--- src/rtl/pkt_switch_pkg.sv ---
// ---------------------------------------------------------------------------
// pkt_switch_pkg
// Shared types and helpers for the packet switch arbiters.
//   sched_state_t   : egress scheduler state (IDLE / SEND / HOLD)
//   ports_for_width : number of ports addressable by an index of given width;
//                     a port count must equal ports_for_width(IDX_WIDTH)
// ---------------------------------------------------------------------------
package pkt_switch_pkg;

  typedef enum logic [1:0] {
    IDLE = 2'd0,
    SEND = 2'd1,
    HOLD = 2'd2
  } sched_state_t;

  function automatic int unsigned ports_for_width(input int unsigned idx_width);
    return 32'd1 << idx_width;
  endfunction

endpackage

--- src/rtl/rr_priority_pick.sv ---
// ---------------------------------------------------------------------------
// rr_priority_pick
// Combinational rotating priority encoder. Scans req starting at ptr and
// moving upward (index wraps by truncation) and returns the first set bit.
// Ports:
//   req   in  N_PORTS    request vector
//   ptr   in  IDX_WIDTH  highest-priority index
//   found out 1          at least one request set
//   idx   out IDX_WIDTH  winning index (ptr when nothing found)
// ---------------------------------------------------------------------------
module rr_priority_pick
  import pkt_switch_pkg::*;
#(
  parameter int N_PORTS   = 4,
  parameter int IDX_WIDTH = 2
) (
  input  logic [N_PORTS-1:0]   req,
  input  logic [IDX_WIDTH-1:0] ptr,
  output logic                 found,
  output logic [IDX_WIDTH-1:0] idx
);

  // The scan covers every value the index can take, so req must be exactly
  // that wide for the rotation to be fair.
  localparam int SCAN_LEN = ports_for_width(IDX_WIDTH);

  logic [IDX_WIDTH-1:0] cand;

  // Walk offsets from farthest to nearest so the nearest hit overwrites.
  always_comb begin
    found = 1'b0;
    idx   = ptr;
    cand  = ptr;
    for (int k = SCAN_LEN - 1; k >= 0; k--) begin
      cand = ptr + IDX_WIDTH'(k);
      if (req[cand]) begin
        found = 1'b1;
        idx   = cand;
      end
    end
  end

endmodule

--- src/rtl/wrr_packet_scheduler.sv ---
// ---------------------------------------------------------------------------
// wrr_packet_scheduler
// Per-egress packet-granular weighted round-robin scheduler. Picks among
// ingresses whose head packet targets this egress; a winner may send up to
// weight consecutive packets before the round-robin pointer moves past it.
// A stall watchdog reclaims the egress from an ingress that goes quiet
// mid-packet while the egress is ready.
// Ports:
//   clk, reset        clock, synchronous active-high reset
//   ingress_valid/last/dst   per-ingress beat valid, last beat, destination
//   egress_port_id    static ID of this egress
//   egress_ready      egress accepts a beat
//   weight_cfg        per-ingress packet quota (0 disables the ingress)
//   cfg_load          latch weight_cfg on the next edge
//   timeout_cycles    watchdog limit (0 disables)
//   selected_ingress  crossbar select (registered)
//   egress_valid/last beat towards the egress
//   ingress_ready     ready back to the owning ingress only
//   grant             registered one-hot owner, zero when idle
//   busy              scheduler not idle
//   timeout_evt       one-cycle pulse on watchdog abort
// ---------------------------------------------------------------------------
module wrr_packet_scheduler
  import pkt_switch_pkg::*;
#(
  parameter int N_PORTS       = 4,
  parameter int IDX_WIDTH     = 2,
  parameter int WEIGHT_WIDTH  = 4,
  parameter int TIMEOUT_WIDTH = 8
) (
  input  logic                     clk,
  input  logic                     reset,
  input  logic [N_PORTS-1:0]       ingress_valid,
  input  logic [N_PORTS-1:0]       ingress_last,
  input  logic [IDX_WIDTH-1:0]     ingress_dst [N_PORTS],
  input  logic [IDX_WIDTH-1:0]     egress_port_id,
  input  logic                     egress_ready,
  input  logic [WEIGHT_WIDTH-1:0]  weight_cfg [N_PORTS],
  input  logic                     cfg_load,
  input  logic [TIMEOUT_WIDTH-1:0] timeout_cycles,
  output logic [IDX_WIDTH-1:0]     selected_ingress,
  output logic                     egress_valid,
  output logic                     egress_last,
  output logic [N_PORTS-1:0]       ingress_ready,
  output logic [N_PORTS-1:0]       grant,
  output logic                     busy,
  output logic                     timeout_evt
);

  sched_state_t             state_reg, state_next;
  logic [IDX_WIDTH-1:0]     rr_ptr_reg, rr_ptr_next;
  logic [IDX_WIDTH-1:0]     select_reg, select_next;
  logic [N_PORTS-1:0]       grant_reg, grant_next;
  logic [WEIGHT_WIDTH-1:0]  credit_reg, credit_next;
  logic [TIMEOUT_WIDTH-1:0] stall_cnt_reg, stall_cnt_next;
  logic [WEIGHT_WIDTH-1:0]  weight_reg [N_PORTS];

  logic [N_PORTS-1:0]       eligible;
  logic                     pick_found;
  logic [IDX_WIDTH-1:0]     pick_idx;
  logic [IDX_WIDTH-1:0]     select_inc;
  logic [TIMEOUT_WIDTH-1:0] stall_inc;
  logic                     sel_valid;
  logic                     sel_last;
  logic                     timeout_hit;

  // Per-ingress eligibility and weight registers.
  generate
    for (genvar gi = 0; gi < N_PORTS; gi++) begin : g_port
      assign eligible[gi] = ingress_valid[gi]
                          && (ingress_dst[gi] == egress_port_id)
                          && (weight_reg[gi] != '0);

      always_ff @(posedge clk) begin
        if (reset) begin
          weight_reg[gi] <= WEIGHT_WIDTH'(1);
        end else if (cfg_load) begin
          weight_reg[gi] <= weight_cfg[gi];
        end
      end
    end
  endgenerate

  rr_priority_pick #(
    .N_PORTS   (N_PORTS),
    .IDX_WIDTH (IDX_WIDTH)
  ) u_pick (
    .req   (eligible),
    .ptr   (rr_ptr_reg),
    .found (pick_found),
    .idx   (pick_idx)
  );

  assign sel_valid   = ingress_valid[select_reg];
  assign sel_last    = ingress_last[select_reg];
  assign select_inc  = select_reg + IDX_WIDTH'(1);
  assign stall_inc   = stall_cnt_reg + TIMEOUT_WIDTH'(1);
  // Fires on the stall cycle that would bring the count up to the limit.
  assign timeout_hit = (timeout_cycles != '0) && (stall_inc == timeout_cycles);

  always_ff @(posedge clk) begin
    if (reset) begin
      state_reg     <= IDLE;
      rr_ptr_reg    <= '0;
      select_reg    <= '0;
      grant_reg     <= '0;
      credit_reg    <= '0;
      stall_cnt_reg <= '0;
    end else begin
      state_reg     <= state_next;
      rr_ptr_reg    <= rr_ptr_next;
      select_reg    <= select_next;
      grant_reg     <= grant_next;
      credit_reg    <= credit_next;
      stall_cnt_reg <= stall_cnt_next;
    end
  end

  always_comb begin
    state_next     = state_reg;
    rr_ptr_next    = rr_ptr_reg;
    select_next    = select_reg;
    grant_next     = grant_reg;
    credit_next    = credit_reg;
    stall_cnt_next = stall_cnt_reg;
    egress_valid   = 1'b0;
    egress_last    = 1'b0;
    ingress_ready  = '0;
    timeout_evt    = 1'b0;

    case (state_reg)
      IDLE: begin
        if (pick_found) begin
          state_next  = SEND;
          select_next = pick_idx;
          grant_next  = N_PORTS'(1) << pick_idx;
          // Eligible implies a non-zero weight, so this cannot underflow.
          credit_next = weight_reg[pick_idx] - WEIGHT_WIDTH'(1);
        end
      end

      SEND: begin
        egress_valid              = sel_valid;
        egress_last               = sel_valid && sel_last;
        ingress_ready[select_reg] = egress_ready;

        if (sel_valid && egress_ready) begin
          stall_cnt_next = '0;
          if (sel_last) begin
            if (credit_reg != '0) begin
              credit_next = credit_reg - WEIGHT_WIDTH'(1);
              state_next  = HOLD;
            end else begin
              rr_ptr_next = select_inc;
              grant_next  = '0;
              state_next  = IDLE;
            end
          end
        end else if (egress_ready) begin
          // Source starved while the egress could take a beat. Backpressure
          // from the egress alone never reaches this branch.
          if (timeout_hit) begin
            timeout_evt    = 1'b1;
            rr_ptr_next    = select_inc;
            grant_next     = '0;
            stall_cnt_next = '0;
            state_next     = IDLE;
          end else begin
            stall_cnt_next = stall_inc;
          end
        end
      end

      HOLD: begin
        // One bubble between packets of the same grant; the owner keeps the
        // egress only if its next packet is already waiting.
        if (eligible[select_reg]) begin
          state_next = SEND;
        end else begin
          rr_ptr_next = select_inc;
          grant_next  = '0;
          state_next  = IDLE;
        end
      end

      default: begin
        state_next = IDLE;
        grant_next = '0;
      end
    endcase

    // Ownership is dropped as soon as reset is seen, not one edge later.
    if (reset) begin
      egress_valid  = 1'b0;
      egress_last   = 1'b0;
      ingress_ready = '0;
      timeout_evt   = 1'b0;
    end
  end

  assign selected_ingress = select_reg;
  assign grant            = grant_reg;
  assign busy             = !reset && (state_reg != IDLE);

endmodule

--- config.mk ---
export PLATFORM = sky130hd
export DESIGN_NAME = wrr_packet_scheduler
export DESIGN_NICKNAME = d
export VERILOG_FILES = /design/src/rtl/pkt_switch_pkg.sv /design/src/rtl/rr_priority_pick.sv /design/src/rtl/wrr_packet_scheduler.sv
export SDC_FILE = /design/constraint.sdc
export NUM_CORES = 1
export LEC_CHECK = 0
export CORE_MARGIN = 8
export CORE_UTILIZATION = 54
export DETAILED_ROUTE_END_ITERATION = 6
export PLACE_DENSITY = 0.83
export SLEW_MARGIN = 20
export SYNTH_ARGS = -nofsm -noshare
export SYNTH_HDL_FRONTEND = slang
export SYNTH_SLANG_ARGS = --single-unit
--- constraint.sdc ---
create_clock -name clk -period 6.4 [get_ports clk]
set_input_delay 0.64 -clock clk [delete_from_list [all_inputs] [get_ports clk]]
set_output_delay 0.64 -clock clk [all_outputs]
set_load 0.1 [all_outputs]
==> summary.txt <==
Placement
  – Hpwl dp: about 4.9 mm
  – IO Port Bufs: 59
  – GPL Wtd Cong: between 0.8 and 0.9

Logic synthesis
  – Main combinational cell family by area after synthesis: simple AND/OR/NAND/NOR gates
  – Ys async rst share: 0%
  – Synth Area in Compound Gates: 14.4%
  – Syn Area/Cell: 9.56 um^2
  – Post-synth top flop: dfxtp_1
  – Post-Synth XOR/XNOR Area: 6.12%
  – Synth area leader: edfxtp_1
  – Yosys cell types: 61
  – Sequential share of the synthesized area: between 30 and 40%
  – Area contributors post-synth: edfxtp_1 19%, dfxtp_1 18%, mux2i_1 5.2%
  – Yosys Warn Count: 0
  – Top post-synthesis cells by count: 24 x nor2_1, 22 x dfxtp_1, 19 x and2_1, 16 x edfxtp_1, 13 x mux2i_1
  – Gate Count Post-Synth: about 260
  – Share of the synthesized area in the top cell type: between 10% and 20%
  – Simple-gate share of the synthesized area: between 20% and 30%
  – Post-synthesis mux area share: just over 8%
  – Synth Cell Area: approximately 2500 um^2
  – Number of synthesized flops with an enable pin: 16
  – Adder-Cell Fraction of Synth Area: between 2 and 3%
  – Top-count cell post-synth: nor2_1
  – Mapped Nets: roughly 320
  – Number of synthesized register bits: 38

Cells and area
  – # fillers: between 300 and 400
  – Area of the multi-input gates: around 1500 um^2
  – Max FFs per register: 16
  – Layout area overhead: 29.8%
  – Final Util: 71.0%
  – Fraction of layout cells with a size suffix above 1: under 10%
  – Total inserted antenna cells: 0
  – Register Area: a little over 900 um^2
  – Layout Nets: approximately 370

Critical path
  – Slowest CP cell: clkdlybuf4s50_1
  – Max Fanout on Critical Path: 7
  – Critical path capture point type: primary output
  – Crit path required time: roughly 5.8 ns
  – Max incr delay on CP: 1.18 ns
  – Critical Path AT: approximately 3.5 ns
  – Sequence of cells on the critical path: ha_1 > nand3_1 > or3_1 > a22oi_1 > nand4_1 > nor4_1 > clkdlybuf4s50_1
  – Crit path kind: reg -> out
  – R2R setup slack: around 3.4 ns
  – Crit Reg-Reg Startpoint: weight_reg[2][1]
  – Worst Setup SP: stall_cnt_reg[0]
  – Critical path startpoint category: flop

Power and ir drop
  – Internal power: approximately 520 uW
  – P_leak: between 1 and 1.5 nW
  – PwrDens: between 200 and 250 nW/um^2
  – Maximum vdd drop: 0.189 mV
  – Sw frac: between 30% and 40%
  – Power, Total: approximately 760 uW
  – Register share of total power: 38.2%
  – Part of the power in combinational logic: a little under a third
  – Clock share of power: 31.0%
  – Total net switching power: ~240 uW

CTS
  – Setup Buffers After CTS: 0
  – Hold_buf cts: 0
  – TritonCTS buffer count: 5
  – H-tree lvl count: 2
  – CTS root buffer: clkbuf_8
  – Sinks on Clock Net: 38
  – CTS Buffer Depth: 2
  – Reg clk slew, reported paths: 0.07 ns
  – Skew-Pair Late Insertion Delay: between 0.2 and 0.3 ns
  – CTS tree: yes
  – CTS-repair resized insts: 0

Route
  – WL/cell: between 15 and 20 um
  – Iter 0 DRT Violations: roughly 180
  – Vias: roughly 2,200
  – Vias per std cell: roughly 6
  – Total Routed Length: ~6.3 mm
  – DRT antenna net count: 0
  – DR DRC count: 0
  – DR pass1 iterations: 4

Timing
  – Slew headroom: 34.4%
  – Least-Margin Pin Slew: ~1 ns
  – Final period util: 64.6%
  – Final Hold Viols: 0
  – Final Skew: between 0.004 and 0.005 ns
  – Final setup viols: 0
  – Fmax: ~240 MHz
  – Tmin final: 4.14 ns
  – Final Max Slew Viols: 0
  – Setup Total Neg Slack: 0 ns
  – Hold slack: ~0.47 ns
  – RSZ-0062 raised after global routing: no

Worst hold path
  – Min-delay src: grant[3]
  – Type of the worst min-delay path: reg -> reg

Floorplanning
  – Die Wd: 84.2 um
  – Height of the die: about 84 um
  – Initial core utilization: 54.7%
  – Die Footprint: roughly 7100 um^2
  – Area of the core: between 4000 and 5000 um^2
  – Rows: 25
  – Top Ports: 60

Job
  – Max-cap viol count: 0

Global routing
  – Largest net degree at the start of global routing: 27
  – Total Routing Usage GR: ~18%
  – Vias in the first global route: around 2,200
  – First-pass GRT wire length: roughly 11 mm
  – Initial antenna violation count: 0
  – Overflow after GRT: 0

Run status
  – Status: complete, no violations
-- stage by stage --
stage / worst slack (ns) / std cells / instance area [um^2]
3_5_place_dp: 2.42 / 367 / 3130
5_1_grt: 2.11 / 375 / 3260
4_1_cts: 2.26 / 375 / 3260
3_3_place_gp: 2.46 / 367 / 3130
2_1_floorplan: 1.05 / 263 / 2510
6_report: 2.26 / 375 / 3260
-- cells by family (layout without fill, tap and decap cells) --
| family | Yosys count | count (layout) |
|---|---|---|
| xor+xnor | 16 | 16 |
| compound gates | 52 | 52 |
| fa+ha+maj | 6 | 6 |
| simple gates | 117 | 117 |
| buf+inv | 17 | 75 |
| flops | 38 | 38 |
| mux | 17 | 17 |
-- worst max-delay path, delay by kind of cell (launching register included) --
kind                       cells  cell delay (ns)
adders and majority gates      1             0.32
and+or+nand+nor                4             1.08
DFF                            1             0.45
buffers and inverters          1             1.18
AOI/OAI and AO/OA              1             0.18
-- layout by cell type, fill, tap and decap left out, drive strengths merged, types with 5 or more instances in the layout --
| cell type | count |
|---|---|
| nor3 | 7 |
| ha | 6 |
| mux2i | 13 |
| clkbuf | 7 |
| nor2 | 24 |
| nor2b | 5 |
| nand2 | 12 |
| nand2b | 7 |
| clkdlybuf4s50 | 59 |
| edfxtp | 16 |
| nand4 | 5 |
| a21oi | 11 |
| inv | 7 |
| xnor2 | 9 |
| dfxtp | 22 |
| and2 | 19 |
| o21ai | 12 |
| xor2 | 6 |
| nand3 | 10 |
| nor4 | 8 |
-- routing by layer --
metal | share of wire (%) | GRT usage, %
met4 | 1.4 | 5.65
met5 | 0 | 0
met1 | 40 | 19.7
met3 | 7.7 | 5.71
met2 | 51 | 30.6
-- worst paths after layout --
| path | endpoint | cells past startpoint |
|---|---|---|
| hold / removal | grant[3] | 1 |
| setup / recovery | timeout_evt | 7 |
| setup reg to reg | credit_reg[2] | 11 |
| hold reg to reg | grant[3] | 1 |
-- cell type report --
cell class	instances	area share, %
Sequential cell	38	28.2
Multi-Input combinational cell	208	46.4
Clock buffer	7	3.30
Timing Repair Buffer	60	18.3
Clock inverter	1	0.920
Inverter	7	0.805
Tap cell	54	2.07
-- power groups by stage --
| stage | Combinational [mW] | Clock (mW) | Sequential [mW] |
|---|---|---|---|
| finish | 0.235 | 0.237 | 0.291 |
| global placement | 0.226 | 0 | 0.296 |
| CTS | 0.234 | 0.239 | 0.292 |
| floorplan | 0.148 | 0 | 0.313 |
| detailed placement | 0.231 | 0 | 0.297 |
| global route | 0.255 | 0.249 | 0.295 |
(Power assumes the default switching activity.)
